### config.mk
export PLATFORM = sky130hd
export DESIGN_NAME = uart_receiver
export DESIGN_NICKNAME = d
export VERILOG_FILES = /design/src/rtl/uart_pkg.sv /design/src/rtl/uart_rx_sync.sv /design/src/rtl/uart_receiver.sv
export SDC_FILE = /design/constraint.sdc
export NUM_CORES = 1
export LEC_CHECK = 0
export ABC_AREA = 0
export BUFFER_PORTS_ARGS = -buffer_cell sky130_fd_sc_hd__buf_4
export CAP_MARGIN = 0
export CORE_ASPECT_RATIO = 1.75
export CORE_MARGIN = 10
export CORE_UTILIZATION = 30
export CTS_BUF_LIST = sky130_fd_sc_hd__clkbuf_8
export DETAILED_ROUTE_END_ITERATION = 10
export HOLD_SLACK_MARGIN = 0.08
export PLACE_DENSITY = 0.51
export SETUP_SLACK_MARGIN = 0.5
export SLEW_MARGIN = 5
export SYNTH_ARGS = -nofsm -noshare
export SYNTH_HDL_FRONTEND = slang
export SYNTH_SLANG_ARGS = --single-unit
### constraint.sdc
create_clock -name clk -period 2.26 [get_ports clk]
set_input_delay 0.339 -clock clk [delete_from_list [all_inputs] [get_ports clk]]
set_output_delay 0.339 -clock clk [all_outputs]
set_load 0.1 [all_outputs]
### src/rtl/uart_pkg.sv
// ---------------------------------------------------------------------------
// uart_pkg : state encoding and frame constants shared by UART rx/tx (rev 1.0)
// ---------------------------------------------------------------------------
`default_nettype none

package uart_pkg;

  typedef enum logic [1:0] {
    IDLE  = 2'd0,
    START = 2'd1,
    DATA  = 2'd2,
    STOP  = 2'd3
  } rx_state_t;

  localparam int   FRAME_DATA_BITS = 8;
  localparam logic START_LEVEL     = 1'b0;
  localparam logic STOP_LEVEL      = 1'b1;

endpackage

`default_nettype wire

### src/rtl/uart_rx_sync.sv
// ---------------------------------------------------------------------------
// uart_rx_sync : 2-flop synchronizer for the idle-high rx line (rev 1.0)
// ---------------------------------------------------------------------------
`default_nettype none

module uart_rx_sync (
  input  logic clk,
  input  logic rst,
  input  logic async_in,
  output logic sync_out
);

  logic meta;

  // Reset to the idle level so a reset never looks like a start bit.
  always_ff @(posedge clk) begin
    if (!rst) begin
      meta     <= 1'b1;
      sync_out <= 1'b1;
    end else begin
      meta     <= async_in;
      sync_out <= meta;
    end
  end

endmodule

`default_nettype wire

### src/rtl/uart_receiver.sv
// ---------------------------------------------------------------------------
// uart_receiver : 8N1 serial receiver with mid-bit sampling (rev 1.0)
// ---------------------------------------------------------------------------
`default_nettype none

module uart_receiver
  import uart_pkg::*;
#(
  parameter int BAUD_DIV  = 16,
  parameter int DATA_BITS = FRAME_DATA_BITS
) (
  input  logic                 clk,
  input  logic                 rst,
  input  logic                 rx,
  input  logic                 read_ack,
  output logic [DATA_BITS-1:0] rx_data,
  output logic                 byte_ready,
  output logic                 framing_error,
  output logic                 overrun,
  output logic                 busy
);

  localparam int BAUD_W = $clog2(BAUD_DIV);
  localparam int BIT_W  = $clog2(DATA_BITS + 1);

  localparam logic [BAUD_W-1:0] HALF_LAST = BAUD_W'(BAUD_DIV / 2 - 1);
  localparam logic [BAUD_W-1:0] FULL_LAST = BAUD_W'(BAUD_DIV - 1);
  localparam logic [BIT_W-1:0]  LAST_BIT  = BIT_W'(DATA_BITS - 1);

  logic                 rx_s;
  rx_state_t            state;
  logic [BAUD_W-1:0]    baud_cnt;
  logic [BIT_W-1:0]     bit_cnt;
  logic [DATA_BITS-1:0] shift_reg;

  uart_rx_sync u_sync (
    .clk      (clk),
    .rst      (rst),
    .async_in (rx),
    .sync_out (rx_s)
  );

  always_ff @(posedge clk) begin
    if (!rst) begin
      state         <= IDLE;
      baud_cnt      <= '0;
      bit_cnt       <= '0;
      shift_reg     <= '0;
      rx_data       <= '0;
      byte_ready    <= 1'b0;
      framing_error <= 1'b0;
      overrun       <= 1'b0;
      busy          <= 1'b0;
    end else begin
      framing_error <= 1'b0;

      // Host handshake; a good stop below overrides byte_ready on the same edge.
      if (read_ack && byte_ready) begin
        byte_ready <= 1'b0;
        overrun    <= 1'b0;
      end

      case (state)
        IDLE: begin
          if (rx_s == START_LEVEL) begin
            state    <= START;
            baud_cnt <= '0;
            busy     <= 1'b1;
          end
        end

        START: begin
          if (baud_cnt == HALF_LAST) begin
            baud_cnt <= '0;
            if (rx_s == START_LEVEL) begin
              state   <= DATA;
              bit_cnt <= '0;
            end else begin
              state <= IDLE;
              busy  <= 1'b0;
            end
          end else begin
            baud_cnt <= baud_cnt + 1'b1;
          end
        end

        DATA: begin
          if (baud_cnt == FULL_LAST) begin
            baud_cnt  <= '0;
            shift_reg <= {rx_s, shift_reg[DATA_BITS-1:1]};
            if (bit_cnt == LAST_BIT) begin
              state   <= STOP;
              bit_cnt <= '0;
            end else begin
              bit_cnt <= bit_cnt + 1'b1;
            end
          end else begin
            baud_cnt <= baud_cnt + 1'b1;
          end
        end

        STOP: begin
          if (baud_cnt == FULL_LAST) begin
            baud_cnt <= '0;
            state    <= IDLE;
            busy     <= 1'b0;
            if (rx_s == STOP_LEVEL) begin
              rx_data    <= shift_reg;
              byte_ready <= 1'b1;
              // A same-cycle ack retires the old byte, so it is not an overrun.
              if (byte_ready && !read_ack) begin
                overrun <= 1'b1;
              end
            end else begin
              framing_error <= 1'b1;
            end
          end else begin
            baud_cnt <= baud_cnt + 1'b1;
          end
        end

        default: begin
          state <= IDLE;
          busy  <= 1'b0;
        end
      endcase
    end
  end

endmodule

`default_nettype wire

==> impl_metrics.ini <==
[placement]
io_buffers = 15
hpwl_microns = 2470
gp_congestion = 0.715
pre_cts_ws_ps = 526

[setup_path]
rr_endpoint = bit_cnt[1]
endpoint = bit_cnt[1]
end_kind = flop
crit_start = baud_cnt[3]
critical_path_class = flop to flop
worstReg2RegStart = baud_cnt[3]
rr_worst_depth = 3
arrival_ps = 1870
critPathRequiredTime_ps = 2480
r2r_slack_ps = 600
startpoint_type = flop
crit_path_max_fanout = 16

[pwr]
power-per-cell-area_nw_per_um2 = 640
peakVddDrop_mv = 0.333
seq_power_share_pct = 53.1
clkPwrFrac_pct = 42.7
total_leakage_power_nw = 0.583
switching_share_pct = 23.9
switching_power_w = 0.000259
p_int_w = 0.000826
combPwrFrac_pct = 4.2

[sta]
grt_setup_unrepaired = false
final.setup.worst_slack_ps = 604
maxSlewViolCount = 0
relSlewSlack_pct = 67.0
setup_violations = 0
worst_slew_pin_slew_ps = 495
period_needed_ps = 1660
final_hold_viol_count = 0
setup-tns-final_ps = 0
timing.final.crit_share_pct = 73.3
finClkSkew_ps = 3.20
fmax_ghz = 0.604

[floorplanning]
dieHeight_microns = 112
coreArea_sq_um = 4710
initial_core_util_pct = 31.1
die_w_microns = 72.8
io_pins = 16
rows = 33
fp.dieArea_sq_um = 8180

[layout]
fillers = 520
final_cell_mix = dfxtp_1, a21oi_1, o21ai_0
fin_nets = 192
syn_to_final_growth_pct = 15.8
final_layout_size_suffix_gt1_share_pct = 17.1
layout_commonest_cell = dfxtp_1
diodes = 0

[yosys]
ys_warn_count = 0
synth_edf_count = 0
syn_area_sq_um = 1460
yosysSeqAreaShare_pct = 43.8
post-synth-top-area-cell = dfxtp_1
syn_inst = 177
avgSynthCellArea_sq_um = 8.27
synth_nets = 183
synth-main-ff-cell = dfxtp_1
synth_seq_cells = 32
async_reset_ff_share_pct = 0
yosys-top-cells-area = dfxtp_1, a21oi_1, o21ai_0
synth_top_area_share_pct = 43.8
synth_cell_types = 37

[clock_tree]
clk_latency_ps = 290
hold_buffers = 0
root_buffer = clkbuf_8
cts_max_level = 2
clk_pin_slew_ps = 70
cts_buffers = 5
clock-sinks = 32
tritoncts = yes
cts_buffer_depth = 2

[global_routing]
grt_first_pass_wirelength_microns = 6290
grt_start_max_net_pins = 29
grt-ovfl-total = 0
grt_pass1_vias = 1404
antenna_found_initial = 0
grtUsageTotal_pct = 9.35

[run]
maxCapViolCount = 0

[routing]
firstDrtPassIters = 4
detail_route.wl_per_cell_microns = 15.1
detail-route-antenna-nets = 0
drc = 0
routed-via-count = 1319
first_iter_violations = 76
wirelength_microns = 3600
via_per_inst = 5.52

[run_status]
status = finished, final reports clean

[hold_path]
hold_path_class = input port to flop
==> layout make-up <==
type | count | area, sq um | share of cell area (%)
multi-input cells | 123 | 739 | 43.6
inverters | 6 | 22.5 | 1.33
well taps | 52 | 65.1 | 3.84
clock buffers | 6 | 82.6 | 4.87
repair buffers | 18 | 135 | 7.97
flip-flops and latches | 32 | 641 | 37.8
clock inverters | 2 | 10.0 | 0.590
==> power by group through the flow <==
stage          Combinational [W]  Clock (W)  Sequential (W)
6_report               0.0000457   0.000463        0.000576
5_1_grt                0.0000516   0.000501        0.000577
3_3_place_gp           0.0000458          0        0.000588
4_1_cts                0.0000466   0.000473        0.000576
2_1_floorplan          0.0000293          0        0.000592
3_5_place_dp           0.0000464          0        0.000589
==> cells by family after synthesis <==
group	after synthesis	share of synthesized area (%)
AO/OA/AOI/OAI	63	25.6
AND/OR/NAND/NOR	58	22.9
flip-flops	32	43.8
buffers and inverters	22	6.07
adder cells (fa/ha/maj)	2	1.71
==> metrics by stage <==
step | util, % | power (W) | cell area, sq um | hold WS, ps | std cells
after CTS | 35.8 | 0.00110 | 1680 | 229 | 238
after global routing | 36.0 | 0.00113 | 1700 | 243 | 239
final | 36.0 | 0.00108 | 1700 | 229 | 239
after global placement | 33.8 | 0.000634 | 1590 | 401 | 230
after detailed placement | 33.8 | 0.000635 | 1590 | 405 | 230
after floorplan | - | 0.000621 | 1460 | 386 | 177
==> Yosys cell counts, types with 3 or more instances <==
cell type  number
o21ai_0        21
a31oi_1         5
nor2_1          3
a21oi_1        24
and3_1          3
nor2b_1         4
nand2_1         7
inv_1           5
nand3_1        18
nand2b_1        3
dfxtp_1        32
nand4_1         5
clkbuf_1       13
o221ai_1        3
==> repair_timing <==
item / in CTS / in global routing
endpoints found under the setup margin: 0 / 13
gates resized for setup: 0 / 3
buffers inserted: 0 / 1
==> per-layer routing <==
| metal | global-route usage, % | part of all wire (%) | vias up |
|---|---|---|---|
| met5 | 0 | 0 | - |
| met4 | 4.83 | 2.3 | 0 |
| met3 | 3.26 | 4.0 | 6 |
| met2 | 16.3 | 53 | 22 |
| met1 | 9.36 | 41 | 622 |
| li1 | - | - | 669 |
==> worst max-delay path, cell delays in order (launching register included) <==
cell and delay [ps]:
dfxtp_1 440, or4b_1 570, a2111o_1 430, a21oi_1 140
==> worst min path at each step <==
stage                           end  slack (ps)         from  depth (start not counted)
floorplan           u_sync.sync_out         390  u_sync.meta                          1
global placement    u_sync.sync_out         400  u_sync.meta                          1
detailed placement  u_sync.sync_out         410  u_sync.meta                          1
CTS                     u_sync.meta         230           rx                          2
global route                   flop         240     read_ack                          2
finish                  u_sync.meta         230           rx                          2
Power figures use the tool's default switching activity.
